===== config.mk =====
export PLATFORM = sky130hd
export DESIGN_NAME = jk_bank_sched_flat
export DESIGN_NICKNAME = d
export VERILOG_FILES = /design/src/rtl/jk_ctrl_pkg.sv /design/src/rtl/jk_bank_sched_if.sv /design/src/rtl/jk_bank_sched_rr_arbiter.sv /design/src/rtl/jk_bank_sched.sv /design/src/flat_wrapper.sv
export SDC_FILE = /design/constraint.sdc
export NUM_CORES = 1
export LEC_CHECK = 0
export CORE_MARGIN = 1.5
export CORE_UTILIZATION = 44
export DETAILED_ROUTE_END_ITERATION = 6
export PLACE_DENSITY = 0.95
export SLEW_MARGIN = 30
export SYNTH_ARGS = -nofsm -noshare
export SYNTH_HDL_FRONTEND = slang
export SYNTH_HIERARCHICAL = 1
export SYNTH_SLANG_ARGS = --single-unit

===== constraint.sdc =====
create_clock -name clock -period 8.9 [get_ports clock]
set_clock_uncertainty 0.05 [all_clocks]
set_input_delay 1.335 -clock clock [delete_from_list [all_inputs] [get_ports clock]]
set_output_delay 1.335 -clock clock [all_outputs]
set_load 0.01 [all_outputs]

===== src/rtl/jk_ctrl_pkg.sv =====
// Shared op/state encodings and J/K decode for the JK flip-flop bank scheduler.
package jk_ctrl_pkg;

    typedef enum logic [2:0] {
        OP_NOP     = 3'd0,
        OP_SET     = 3'd1,
        OP_RESET   = 3'd2,
        OP_TOGGLE  = 3'd3,
        OP_APRESET = 3'd4,
        OP_ACLEAR  = 3'd5,
        OP_ILL6    = 3'd6,
        OP_ILL7    = 3'd7
    } op_e;

    typedef enum logic [2:0] {
        S_IDLE    = 3'd0,
        S_SETUP   = 3'd1,
        S_STROBE  = 3'd2,
        S_HOLD    = 3'd3,
        S_PULSE   = 3'd4,
        S_RECOVER = 3'd5
    } state_e;

    // Returns {j,k}; illegal and async ops leave the synchronous inputs idle.
    function automatic logic [1:0] jk_decode(input op_e op);
        case (op)
            OP_SET:    return 2'b10;
            OP_RESET:  return 2'b01;
            OP_TOGGLE: return 2'b11;
            default:   return 2'b00;
        endcase
    endfunction

    function automatic logic op_is_async(input op_e op);
        return (op == OP_APRESET) || (op == OP_ACLEAR);
    endfunction

    function automatic logic op_is_illegal(input op_e op);
        return (op == OP_ILL6) || (op == OP_ILL7);
    endfunction

endpackage


===== src/rtl/jk_bank_sched_if.sv =====
// Requester bus and flip-flop bank connections for jk_bank_sched.
interface jk_bank_sched_if #(
    parameter int NUM_FF  = 14,
    parameter int NUM_REQ = 4
);
    localparam int IDW = $clog2(NUM_REQ);

    logic [NUM_REQ-1:0]        req_valid;
    logic [NUM_REQ*3-1:0]      req_op;
    logic [NUM_REQ*NUM_FF-1:0] req_mask;
    logic [NUM_REQ-1:0]        req_ready;
    logic [NUM_FF-1:0]         ff_j;
    logic [NUM_FF-1:0]         ff_k;
    logic                      ff_clk;
    logic [NUM_FF-1:0]         ff_preset_n;
    logic [NUM_FF-1:0]         ff_clear_n;
    logic [NUM_FF-1:0]         ff_q;
    logic                      busy;
    logic                      done;
    logic [IDW-1:0]            done_id;
    logic                      done_err;
    logic [NUM_FF-1:0]         q_snap;

    modport slave (
        input  req_valid, req_op, req_mask, ff_q,
        output req_ready, ff_j, ff_k, ff_clk, ff_preset_n, ff_clear_n,
               busy, done, done_id, done_err, q_snap
    );

    modport master (
        output req_valid, req_op, req_mask, ff_q,
        input  req_ready, ff_j, ff_k, ff_clk, ff_preset_n, ff_clear_n,
               busy, done, done_id, done_err, q_snap
    );
endinterface


===== src/rtl/jk_bank_sched_rr_arbiter.sv =====
// Round-robin arbiter: one-hot grant from a valid vector, pointer moves past the winner.
module rr_arbiter #(
    parameter  int N  = 4,
    localparam int IW = $clog2(N)
) (
    input  logic          clock,
    input  logic          clear,
    input  logic [N-1:0]  i_valid,
    input  logic          i_en,
    output logic [N-1:0]  o_grant,
    output logic [IW-1:0] o_idx,
    output logic          o_any
);
    logic [IW-1:0] r_ptr;
    int            w_k;

    // Scan starting at the pointer; the first valid requester found wins.
    always_comb begin
        o_grant = '0;
        o_idx   = '0;
        o_any   = 1'b0;
        w_k     = 0;
        for (int i = 0; i < N; i++) begin
            w_k = int'(r_ptr) + i;
            if (w_k >= N) w_k = w_k - N;
            if (!o_any && i_en && i_valid[w_k[IW-1:0]]) begin
                o_any              = 1'b1;
                o_grant[w_k[IW-1:0]] = 1'b1;
                o_idx              = w_k[IW-1:0];
            end
        end
    end

    always_ff @(posedge clock or negedge clear) begin
        if (!clear) begin
            r_ptr <= '0;
        end else if (o_any) begin
            r_ptr <= (o_idx == IW'(N - 1)) ? '0 : o_idx + 1'b1;
        end
    end
endmodule


===== src/rtl/jk_bank_sched.sv =====
// Shares one JK flip-flop bank between requesters: arbitrate, then run a
// synchronous J/K strobe or a timed asynchronous preset/clear pulse.
//
//   state     | meaning
//   IDLE      | arbitrate; done pulse of the previous op shows here
//   SETUP     | J/K driven, bank clock low
//   STROBE    | J/K driven, bank clock high
//   HOLD      | J/K driven, bank clock low; q captured on exit
//   PULSE     | preset_n or clear_n low on masked bits for PULSE_CYC cycles
//   RECOVER   | all async controls high for RECOV_CYC cycles; q captured on exit
module jk_bank_sched
    import jk_ctrl_pkg::*;
#(
    parameter int NUM_FF    = 14,
    parameter int NUM_REQ   = 4,
    parameter int PULSE_CYC = 2,
    parameter int RECOV_CYC = 1
) (
    input logic           clock,
    input logic           clear,
    jk_bank_sched_if.slave bus
);
    localparam int IDW  = $clog2(NUM_REQ);
    localparam int CMAX = (PULSE_CYC > RECOV_CYC) ? PULSE_CYC : RECOV_CYC;
    localparam int CW   = $clog2(CMAX + 1);

    localparam logic [2:0] ST_IDLE    = 3'(S_IDLE);
    localparam logic [2:0] ST_SETUP   = 3'(S_SETUP);
    localparam logic [2:0] ST_STROBE  = 3'(S_STROBE);
    localparam logic [2:0] ST_HOLD    = 3'(S_HOLD);
    localparam logic [2:0] ST_PULSE   = 3'(S_PULSE);
    localparam logic [2:0] ST_RECOVER = 3'(S_RECOVER);

    logic [2:0]        r_state;
    op_e               r_op;
    logic [NUM_FF-1:0] r_mask;
    logic [IDW-1:0]    r_id;
    logic [CW-1:0]     r_cnt;
    logic              r_done;
    logic [IDW-1:0]    r_done_id;
    logic              r_done_err;
    logic [NUM_FF-1:0] r_q_snap;

    logic [NUM_REQ-1:0] w_grant;
    logic [IDW-1:0]     w_idx;
    logic               w_any;
    logic               w_arb_en;
    op_e                w_sel_op;
    logic [NUM_FF-1:0]  w_sel_mask;
    logic [1:0]         w_jk;
    logic               w_sync;
    logic               w_finish;

    // Gating with clear keeps req_ready low while reset is held.
    assign w_arb_en = (r_state == ST_IDLE) && clear;

    rr_arbiter #(.N(NUM_REQ)) u_arb (
        .clock   (clock),
        .clear   (clear),
        .i_valid (bus.req_valid),
        .i_en    (w_arb_en),
        .o_grant (w_grant),
        .o_idx   (w_idx),
        .o_any   (w_any)
    );

    assign w_sel_op   = op_e'(bus.req_op[int'(w_idx)*3 +: 3]);
    assign w_sel_mask = bus.req_mask[int'(w_idx)*NUM_FF +: NUM_FF];
    assign w_jk       = jk_decode(r_op);
    assign w_sync     = (r_state == ST_SETUP) || (r_state == ST_STROBE) || (r_state == ST_HOLD);
    assign w_finish   = (r_state == ST_HOLD) || ((r_state == ST_RECOVER) && (r_cnt == '0));

    always_ff @(posedge clock or negedge clear) begin
        if (!clear) begin
            r_state <= ST_IDLE;
            r_op    <= OP_NOP;
            r_mask  <= '0;
            r_id    <= '0;
            r_cnt   <= '0;
        end else begin
            case (r_state)
                ST_IDLE: begin
                    if (w_any) begin
                        r_op   <= w_sel_op;
                        r_mask <= w_sel_mask;
                        r_id   <= w_idx;
                        if (op_is_async(w_sel_op)) begin
                            r_state <= ST_PULSE;
                            r_cnt   <= CW'(PULSE_CYC - 1);
                        end else begin
                            r_state <= ST_SETUP;
                        end
                    end
                end
                ST_SETUP:  r_state <= ST_STROBE;
                ST_STROBE: r_state <= ST_HOLD;
                ST_HOLD:   r_state <= ST_IDLE;
                ST_PULSE: begin
                    if (r_cnt == '0) begin
                        r_state <= ST_RECOVER;
                        r_cnt   <= CW'(RECOV_CYC - 1);
                    end else begin
                        r_cnt <= r_cnt - 1'b1;
                    end
                end
                ST_RECOVER: begin
                    if (r_cnt == '0) r_state <= ST_IDLE;
                    else             r_cnt   <= r_cnt - 1'b1;
                end
                default: r_state <= ST_IDLE;
            endcase
        end
    end

    always_ff @(posedge clock or negedge clear) begin
        if (!clear) begin
            r_done     <= 1'b0;
            r_done_id  <= '0;
            r_done_err <= 1'b0;
            r_q_snap   <= '0;
        end else begin
            r_done <= w_finish;
            if (w_finish) begin
                r_done_id  <= r_id;
                r_done_err <= op_is_illegal(r_op);
                r_q_snap   <= bus.ff_q;
            end
        end
    end

    assign bus.req_ready   = w_grant;
    assign bus.ff_j        = w_sync ? (r_mask & {NUM_FF{w_jk[1]}}) : '0;
    assign bus.ff_k        = w_sync ? (r_mask & {NUM_FF{w_jk[0]}}) : '0;
    assign bus.ff_clk      = (r_state == ST_STROBE);
    assign bus.ff_preset_n = ((r_state == ST_PULSE) && (r_op == OP_APRESET)) ? ~r_mask : '1;
    assign bus.ff_clear_n  = ((r_state == ST_PULSE) && (r_op == OP_ACLEAR))  ? ~r_mask : '1;
    assign bus.busy        = (r_state != ST_IDLE);
    assign bus.done        = r_done;
    assign bus.done_id     = r_done_id;
    assign bus.done_err    = r_done_err;
    assign bus.q_snap      = r_q_snap;
endmodule


===== src/flat_wrapper.sv =====
// flat-port wrapper written by rule: the top's interface ports become plain ports
module jk_bank_sched_flat import jk_ctrl_pkg::*;
#(
    parameter int NUM_FF    = 14,
    parameter int NUM_REQ   = 4,
    parameter int PULSE_CYC = 2,
    parameter int RECOV_CYC = 1
)
  (clock, clear, bus_req_valid, bus_req_op, bus_req_mask, bus_ff_q, bus_req_ready, bus_ff_j, bus_ff_k, bus_ff_clk, bus_ff_preset_n, bus_ff_clear_n, bus_busy, bus_done, bus_done_id, bus_done_err, bus_q_snap);
  jk_bank_sched_if #(.NUM_FF(NUM_FF), .NUM_REQ(NUM_REQ)) bus_i ();
  input logic clock;
  input logic clear;
  input wire logic [$bits(bus_i.req_valid)-1:0] bus_req_valid;
  input wire logic [$bits(bus_i.req_op)-1:0] bus_req_op;
  input wire logic [$bits(bus_i.req_mask)-1:0] bus_req_mask;
  input wire logic [$bits(bus_i.ff_q)-1:0] bus_ff_q;
  output wire logic [$bits(bus_i.req_ready)-1:0] bus_req_ready;
  output wire logic [$bits(bus_i.ff_j)-1:0] bus_ff_j;
  output wire logic [$bits(bus_i.ff_k)-1:0] bus_ff_k;
  output wire logic [$bits(bus_i.ff_clk)-1:0] bus_ff_clk;
  output wire logic [$bits(bus_i.ff_preset_n)-1:0] bus_ff_preset_n;
  output wire logic [$bits(bus_i.ff_clear_n)-1:0] bus_ff_clear_n;
  output wire logic [$bits(bus_i.busy)-1:0] bus_busy;
  output wire logic [$bits(bus_i.done)-1:0] bus_done;
  output wire logic [$bits(bus_i.done_id)-1:0] bus_done_id;
  output wire logic [$bits(bus_i.done_err)-1:0] bus_done_err;
  output wire logic [$bits(bus_i.q_snap)-1:0] bus_q_snap;
  assign bus_i.req_valid = bus_req_valid;
  assign bus_i.req_op = bus_req_op;
  assign bus_i.req_mask = bus_req_mask;
  assign bus_i.ff_q = bus_ff_q;
  assign bus_req_ready = bus_i.req_ready;
  assign bus_ff_j = bus_i.ff_j;
  assign bus_ff_k = bus_i.ff_k;
  assign bus_ff_clk = bus_i.ff_clk;
  assign bus_ff_preset_n = bus_i.ff_preset_n;
  assign bus_ff_clear_n = bus_i.ff_clear_n;
  assign bus_busy = bus_i.busy;
  assign bus_done = bus_i.done;
  assign bus_done_id = bus_i.done_id;
  assign bus_done_err = bus_i.done_err;
  assign bus_q_snap = bus_i.q_snap;
  jk_bank_sched #(.NUM_FF(NUM_FF), .NUM_REQ(NUM_REQ), .PULSE_CYC(PULSE_CYC), .RECOV_CYC(RECOV_CYC)) u_core (.clock(clock), .clear(clear), .bus(bus_i));
endmodule

Word level (Yosys, flattened, before mapping)
Cells that the tools add are included.
{"block": "word_totals", "reg_bits": 44, "latch_bits": 0, "ram_bits": 0, "romBits": 0, "in_bits": 88, "output_inout_bits": 80, "wordCells": 139, "mem_count": 0}
{"block": "op_classes", "n_addsub": 9, "mul": 2, "div_mod_pow": 0, "n_lt_le_gt_ge": 12, "eq_ne": 20, "shifts": 2, "n_mux": 48, "n_bitwise": 6, "n_reduce_logical": 30}
{"op": "2-to-1 mux 14 bit", "n": 4}
{"op": "indexed part select 56 x 32 -> 14 bit", "n": 1}
{"op": "indexed part select 12 x 32 -> 3 bit", "n": 1}
{"op": "bitwise AND 14 bit", "n": 2}
{"op": "2-to-1 mux 2 bit", "n": 13}
{"op": "equality test 3 bit (second input constant)", "n": 8}
{"op": "2-to-1 mux 4 bit", "n": 4}
{"op": "logical AND 1 bit", "n": 15}
{"op": "case mux 3 bit (5 select lines)", "n": 1}
{"op": "inverter 14 bit", "n": 1}
{"op": "equality test 3 x 2 -> 1 bit (second input constant)", "n": 4}
{"op": "less-than comparator 2 x 3 -> 1 bit (second input constant)", "n": 4}
{"op": "2-to-1 mux 1 bit", "n": 12}
{"op": "2-to-1 mux 3 bit", "n": 4}
{"op": "OR 4 bit", "n": 3}
{"op": "case mux 2 bit (3 select lines)", "n": 2}
{"op": "subtractor 2 x 1 -> 2 bit (second input constant)", "n": 5}
{"op": ">= comparator 3 bit (second input constant)", "n": 3}
{"op": "binary-select mux 1 bit (select 2 bit)", "n": 4}
{"op": "demux 1 bit (select 2 bit)", "n": 4}
{"op": ">= comparator 2 x 1 -> 1 bit (second input constant)", "n": 4}
{"op": "!= test 2 bit (second input constant)", "n": 4}
{"op": "adder 2 x 2 -> 3 bit (second input constant)", "n": 2}
{"op": "equality test 3 x 1 -> 1 bit (second input constant)", "n": 2}
{"op": "other kinds (15)", "n": 22}

Longest topological paths before layout
{"block": "logic_depth", "depth_word": 25, "ltp_mapped": 12, "depth_no_buf": 9}

By module
The synthesis kept the hierarchy.
{"module": "jk_bank_sched", "instances": 1, "cells_per_inst": 211, "area_each_um2": 2705.1, "seq_area_each_um2": 1051.0}
{"module": "rr_arbiter", "instances": 1, "cells_per_inst": 59, "area_each_um2": 545.5, "seq_area_each_um2": 50.0}

Least setup slack after synthesis
Ideal clock, no wire load.
{"block": "synth_timing", "path_kind": "in2out", "from": "in clear", "to": "out bus_req_ready[0]", "t_arrival_ps": 2884, "required_time_ps": 7515, "slack_ps": 4631, "path_stages": 6, "n_path_buf": 1, "cell_sequence": "and2_1 clkbuf_1 inv_1 or4_1 a21boi_0 a221o_1"}
{"block": "synth_between", "elab_chain_cells": 15, "elab_cells_between_ends": 21, "classes_between": "7 x mux; 3 x bitwise; 11 x reduce/logical"}
{"element": "from (decl)", "line_no": "flat_wrapper.sv:12", "text": "input logic clear;"}
{"element": "logical AND 1 bit (*)", "line_no": "jk_bank_sched.sv:55", "text": "assign w_arb_en = (r_state == ST_IDLE) && clear;"}
{"element": "logical AND 1 bit", "line_no": "jk_bank_sched_rr_arbiter.sv:26", "text": "if (!o_any && i_en && i_valid[w_k[IW-1:0]]) begin"}
{"element": "2-to-1 mux 1 bit", "line_no": "jk_bank_sched_rr_arbiter.sv:26"}
{"element": "zero test 1 bit", "line_no": "jk_bank_sched_rr_arbiter.sv:26"}
{"element": "logical AND 1 bit (2 in series)", "line_no": "jk_bank_sched_rr_arbiter.sv:26"}
{"element": "2-to-1 mux 1 bit", "line_no": "jk_bank_sched_rr_arbiter.sv:26"}
{"element": "zero test 1 bit", "line_no": "jk_bank_sched_rr_arbiter.sv:26"}
{"element": "logical AND 1 bit (2 in series)", "line_no": "jk_bank_sched_rr_arbiter.sv:26"}
{"element": "2-to-1 mux 1 bit", "line_no": "jk_bank_sched_rr_arbiter.sv:26"}
{"element": "zero test 1 bit", "line_no": "jk_bank_sched_rr_arbiter.sv:26"}
{"element": "logical AND 1 bit (2 in series)", "line_no": "jk_bank_sched_rr_arbiter.sv:26"}
{"element": "2-to-1 mux 4 bit (*)", "line_no": "jk_bank_sched_rr_arbiter.sv:26"}
{"element": "to (decl)", "line_no": "flat_wrapper.sv:17", "text": "output wire logic [$bits(bus_i.req_ready)-1:0] bus_req_ready;"}
Mark *: on every way between the ends. The rest lies on a longest branch, timed or not.

Worst setup path after layout
{"block": "layout_timing", "from": "in clear", "to": "out bus_req_ready[3]"}
{"block": "layout_between", "elab_chain_cells": 15, "elab_cells_between_ends": 21, "classes_between": "7 x mux; 3 x bitwise; 11 x reduce/logical"}
{"element": "logical AND 1 bit (*)", "line_no": "jk_bank_sched.sv:55"}
{"element": "named net u_core.w_arb_en", "line_no": "jk_bank_sched.sv:47", "text": "logic w_arb_en;"}
{"element": "logical AND 1 bit", "line_no": "jk_bank_sched_rr_arbiter.sv:26"}
{"element": "2-to-1 mux 1 bit", "line_no": "jk_bank_sched_rr_arbiter.sv:26"}
{"element": "zero test 1 bit", "line_no": "jk_bank_sched_rr_arbiter.sv:26"}
{"element": "logical AND 1 bit (2 in series)", "line_no": "jk_bank_sched_rr_arbiter.sv:26"}
{"element": "2-to-1 mux 1 bit", "line_no": "jk_bank_sched_rr_arbiter.sv:26"}
{"element": "zero test 1 bit", "line_no": "jk_bank_sched_rr_arbiter.sv:26"}
{"element": "logical AND 1 bit (2 in series)", "line_no": "jk_bank_sched_rr_arbiter.sv:26"}
{"element": "2-to-1 mux 1 bit", "line_no": "jk_bank_sched_rr_arbiter.sv:26"}
{"element": "zero test 1 bit", "line_no": "jk_bank_sched_rr_arbiter.sv:26"}
{"element": "logical AND 1 bit (2 in series)", "line_no": "jk_bank_sched_rr_arbiter.sv:26"}
{"element": "2-to-1 mux 4 bit (*)", "line_no": "jk_bank_sched_rr_arbiter.sv:26"}
Mark *: on every way through the listed nets, which the timed path passes. The rest lies on a longest branch.

==> flow_summary.html <==
<table>
<tr><th>Metric</th><th>Value</th></tr>
<tr><th colspan="2">Worst hold path</th></tr>
<tr><td>Start point of the worst hold path</td><td>u_core/r_id[0]</td></tr>
<tr><td>Min-Delay Path Class</td><td>reg2reg</td></tr>
<tr><td>Instance count along the most critical hold path</td><td>1</td></tr>
<tr><td>Hold EP</td><td>u_core/r_id[0]</td></tr>
<tr><th colspan="2">Final layout</th></tr>
<tr><td>Share of post-route cells with drive strength above 1</td><td>0.181</td></tr>
<tr><td>Number of antenna cells inserted</td><td>0</td></tr>
<tr><td>NumNets Final</td><td>520</td></tr>
<tr><td>Area added between synthesis and finish</td><td>53.4%</td></tr>
<tr><td>Layout Cell Area excl Fill</td><td>0.00499 sq mm</td></tr>
<tr><td>Fill count</td><td>between 500 and 600</td></tr>
<tr><td>Final Util</td><td>0.691</td></tr>
<tr><th colspan="2">Floorplan</th></tr>
<tr><td>Io pins</td><td>168</td></tr>
<tr><td>Core Area</td><td>0.00721 sq mm</td></tr>
<tr><td>Die X</td><td>89.0 microns</td></tr>
<tr><td>Effective utilization at floorplan</td><td>0.451</td></tr>
<tr><td>Die Footprint</td><td>0.00791 sq mm</td></tr>
<tr><td>Die height</td><td>89.0 microns</td></tr>
<tr><td>Number of standard-cell rows in the floorplan</td><td>31</td></tr>
<tr><th colspan="2">Logic synthesis</th></tr>
<tr><td>Complex-gate fraction of the synthesized area</td><td>0.0693</td></tr>
<tr><td>Share of async-settable or async-resettable flops after synthesis</td><td>1.00</td></tr>
<tr><td>Yosys top cell by area</td><td>sky130_fd_sc_hd__dfrtp_1</td></tr>
<tr><td>Simple-gate area share of the yosys netlist</td><td>0.172</td></tr>
<tr><td>Avg Inst Size Synth</td><td>12.0 sq um</td></tr>
<tr><td>Fraction of the mapped netlist area in adder cells</td><td>0.0269</td></tr>
<tr><td>Register bit total from synthesis</td><td>44</td></tr>
<tr><td>Post-synthesis instance total</td><td>270</td></tr>
<tr><td>Count leader, synth</td><td>sky130_fd_sc_hd__dfrtp_1</td></tr>
<tr><td>Number of synthesized flops with an enable pin</td><td>0</td></tr>
<tr><td>Sequential fraction of the synthesis area</td><td>0.339</td></tr>
<tr><td>Area share of the largest cell type after synthesis</td><td>0.339</td></tr>
<tr><td>Number of warning messages in the yosys log</td><td>6</td></tr>
<tr><td>Synth Area in XOR/XNOR</td><td>0.00808</td></tr>
<tr><td>Dominant combinational cell family by area after synthesis</td><td>multiplexers</td></tr>
<tr><td>Cell Area, Synth</td><td>0.00325 sq mm</td></tr>
<tr><td>Leading cell types by total area after synthesis</td><td>sky130_fd_sc_hd__dfrtp_1 (34%), sky130_fd_sc_hd__mux4_2 (9.7%), sky130_fd_sc_hd__mux2_4 (8.8%)</td></tr>
<tr><td>List of most frequent post-synthesis cells</td><td>sky130_fd_sc_hd__dfrtp_1 (44), sky130_fd_sc_hd__nand2_1 (35), sky130_fd_sc_hd__and2_1 (30), sky130_fd_sc_hd__mux2_2 (21), sky130_fd_sc_hd__mux2_4 (19)</td></tr>
<tr><td>Multiplexer share of the synthesized area</td><td>0.326</td></tr>
<tr><td>Post-synth net total</td><td>between 300 and 400</td></tr>
<tr><td>Distinct cell type count of the synthesized netlist</td><td>50</td></tr>
<tr><td>Most used flip-flop cell after synthesis</td><td>sky130_fd_sc_hd__dfrtp_1</td></tr>
<tr><th colspan="2">Setup path</th></tr>
<tr><td>Cell breakdown of the critical path</td><td>buf_2, buf_4, and2_1, inv_1, or4_1, a21boi_0, a221o_1, clkdlybuf4s50_1</td></tr>
<tr><td>Master of the slowest instance on the critical path</td><td>sky130_fd_sc_hd__or4_1</td></tr>
<tr><td>Crit Path Class</td><td>in2out</td></tr>
<tr><td>Critical path fanouts, max</td><td>45</td></tr>
<tr><td>Arrival @ worst endpoint</td><td>about 4.2 ns</td></tr>
<tr><td>Worst EP required</td><td>approximately 7.5 ns</td></tr>
<tr><td>Crit end category</td><td>primary output</td></tr>
<tr><td>Worst stage delay on the critical path</td><td>0.58 ns</td></tr>
<tr><td>Capture instance of the worst register-to-register path</td><td>u_core/r_cnt[1]</td></tr>
<tr><td>Setup crit start kind</td><td>primary input</td></tr>
<tr><td>Reg-to-reg setup timing slack</td><td>just under 5 ns</td></tr>
<tr><td>R2r worst-path depth</td><td>9</td></tr>
<tr><th colspan="2">STA</th></tr>
<tr><td>Hold Vio Cnt, Final</td><td>0</td></tr>
<tr><td>Slew @ Worst Pin</td><td>0.739 ns</td></tr>
<tr><td>Top achievable clock speed</td><td>180 MHz</td></tr>
<tr><td>RSZ-0062 raised after global routing</td><td>false</td></tr>
<tr><td>Setup TNS</td><td>0 ns</td></tr>
<tr><td>Worst Setup Slack, final</td><td>about 3.3 ns</td></tr>
<tr><td>Number of slew-limit violations in the final report</td><td>0</td></tr>
<tr><td>Final Cycle Share</td><td>0.624</td></tr>
<tr><td>Setup Viol. Count Final</td><td>0</td></tr>
<tr><td>Worst hold margin</td><td>0.459 ns</td></tr>
<tr><td>Slew HR</td><td>0.505</td></tr>
<tr><td>Fin crit period</td><td>5.56 ns</td></tr>
<tr><th colspan="2">Route</th></tr>
<tr><td>Average wire length per cell after detail routing</td><td>17.6 microns</td></tr>
<tr><td>DRC errors left</td><td>0</td></tr>
<tr><td>Vias/cell</td><td>5.34</td></tr>
<tr><td>WL final</td><td>9220 microns</td></tr>
<tr><td>Vias after detailed routing</td><td>approximately 2800</td></tr>
<tr><td>DR iter-0 viols</td><td>77</td></tr>
<tr><td>ANT nets after route</td><td>0</td></tr>
<tr><td>Number of optimization iterations in the first detailed-route pass</td><td>4</td></tr>
<tr><th colspan="2">Global routing</th></tr>
<tr><td>GRT overflow</td><td>0</td></tr>
<tr><td>Maximum number of pins on one net before global-route repair</td><td>46</td></tr>
<tr><td>Initial antenna violation count</td><td>0</td></tr>
<tr><td>Vias in the first global route</td><td>between 2000 and 3000</td></tr>
<tr><td>All-layer global routing usage</td><td>0.224</td></tr>
<tr><td>First-pass GRT wire length</td><td>13500 microns</td></tr>
<tr><th colspan="2">Clocking</th></tr>
<tr><td>Num CTS Buffers</td><td>5</td></tr>
<tr><td>Maximum root-to-sink buffer count</td><td>2</td></tr>
<tr><td>Clock transition at the registers of the reported paths</td><td>0.08 ns</td></tr>
<tr><td>CTS root buf</td><td>sky130_fd_sc_hd__clkbuf_8</td></tr>
<tr><td>Hold-fix buffer count after cts</td><td>0</td></tr>
<tr><td>CTS tree</td><td>yes</td></tr>
<tr><td>Clock net sink count</td><td>44</td></tr>
<tr><td>H-tree depth reported by CTS</td><td>2</td></tr>
<tr><td>Number of buffers inserted by post-CTS setup repair</td><td>0</td></tr>
<tr><td>Source-to-sink clock delay at the later pin of the worst-skew pair</td><td>0.30 ns</td></tr>
<tr><td>Number of gates resized after cts</td><td>0</td></tr>
<tr><th colspan="2">Placed design</th></tr>
<tr><td>Global placement routability congestion</td><td>between 0.7 and 0.8</td></tr>
<tr><td>Number of port buffers</td><td>167</td></tr>
<tr><td>Setup slack at placement</td><td>3.32 ns</td></tr>
<tr><td>Detailed placement HPWL</td><td>around 7300 microns</td></tr>
<tr><td>Placed instance area</td><td>just under 0.005 sq mm</td></tr>
<tr><th colspan="2">Status</th></tr>
<tr><td>Status</td><td>complete, no violations</td></tr>
<tr><th colspan="2">Pwr</th></tr>
<tr><td>Leakage power summed over all cells</td><td>~2.0 nW</td></tr>
<tr><td>Proportion of total power due to net switching</td><td>0.385</td></tr>
<tr><td>Maximum resistive drop on vdd</td><td>0.142 mV</td></tr>
<tr><td>Sequential Power Share</td><td>0.311</td></tr>
<tr><td>Reported net switching power</td><td>0.525 mW</td></tr>
<tr><td>Ratio of total power to cell area</td><td>274 mW/mm^2</td></tr>
<tr><td>Combinational share of power</td><td>0.595</td></tr>
<tr><td>Clock Power Share</td><td>0.094</td></tr>
<tr><td>Internal power</td><td>about 0.84 mW</td></tr>
<tr><th colspan="2">Flow run</th></tr>
<tr><td>Number of max-cap violations</td><td>0</td></tr>
</table>
## metal layers
| layer | vias up | GRT usage | wire length [microns] |
|---|---|---|---|
| met5 | - | 0 | 0 |
| met4 | 0 | 0.0755 | 161 |
| met3 | 15 | 0.0388 | 605 |
| met2 | 124 | 0.395 | 4860 |
| met1 | 1382 | 0.279 | 3600 |
| li1 | 1285 | - | - |
## cell type report
cell class,instances,area (sq um),area share
clock buffers,6,82.6,0.0166
clock inverters,2,10.0,0.00201
inverters,9,33.8,0.00677
multi-input cells,197,1960,0.393
flip-flops and latches,44,1100,0.221
well taps,99,124,0.0248
repair buffers,168,1670,0.336
## power by group through the flow
stage,logic (mW),registers [mW],clock network [mW]
6_report,0.812,0.425,0.128
3_5_place_dp,0.813,0.427,0
2_1_floorplan,0.553,0.386,0
3_3_place_gp,0.783,0.412,0
5_1_grt,0.873,0.440,0.139
4_1_cts,0.816,0.423,0.131
## through the flow
stage	power, mW	std cells
2_1_floorplan	0.938	270
3_3_place_gp	1.20	517
3_5_place_dp	1.24	517
4_1_cts	1.37	525
5_1_grt	1.45	525
6_report	1.36	525
## logic make-up (layout without fill, tap and decap cells)
kind of cell / count (synthesis) / in the layout
compound gates: 27 / 27
xor+xnor: 3 / 3
fa+ha+maj: 7 / 7
buf+inv: 29 / 185
flops: 44 / 44
mux: 65 / 65
simple gates: 95 / 95
## layout by cell type (no fill, tap or decap), drive strengths merged, types with 6 or more instances in the layout
cell type	n
and2	30
clkbuf	6
clkdlybuf4s50	166
dfrtp	44
ha	7
inv	9
mux2	40
mux4	21
nand2	35
nor2	9
## sequential cells by signal, indices dropped and copies added, names as in the netlist, named ones only
register             cells
u_core/bus.q_snap       14
u_core/bus.done          1
u_core/r_id              2
u_core/r_op              3
u_core/u_arb/r_ptr       1
u_core/r_mask           14
u_core/r_state           3
u_core/bus.done_err      1
u_core/bus.done_id       2
u_core/r_cnt             2
## how the worst max path moves through the flow
stage                     slack (ns)  depth (start not counted)  start          endpoint
after floorplan                 4.63                          6  clear  bus_req_ready[0]
after global placement          3.51                          8  clear  bus_req_ready[0]
after detailed placement        3.32                          8  clear  bus_req_ready[3]
after CTS                       3.32                          8  clear  bus_req_ready[3]
after global routing            3.10                          8  clear  bus_req_ready[0]
final                           3.34                          8  clear  bus_req_ready[3]
## critical path, delay by kind of cell
kind,cells,cell delay (ns)
buf+inv,4,1.23
simple gates,2,0.95
compound gates,2,0.63
Power figures use the tool's default switching activity.
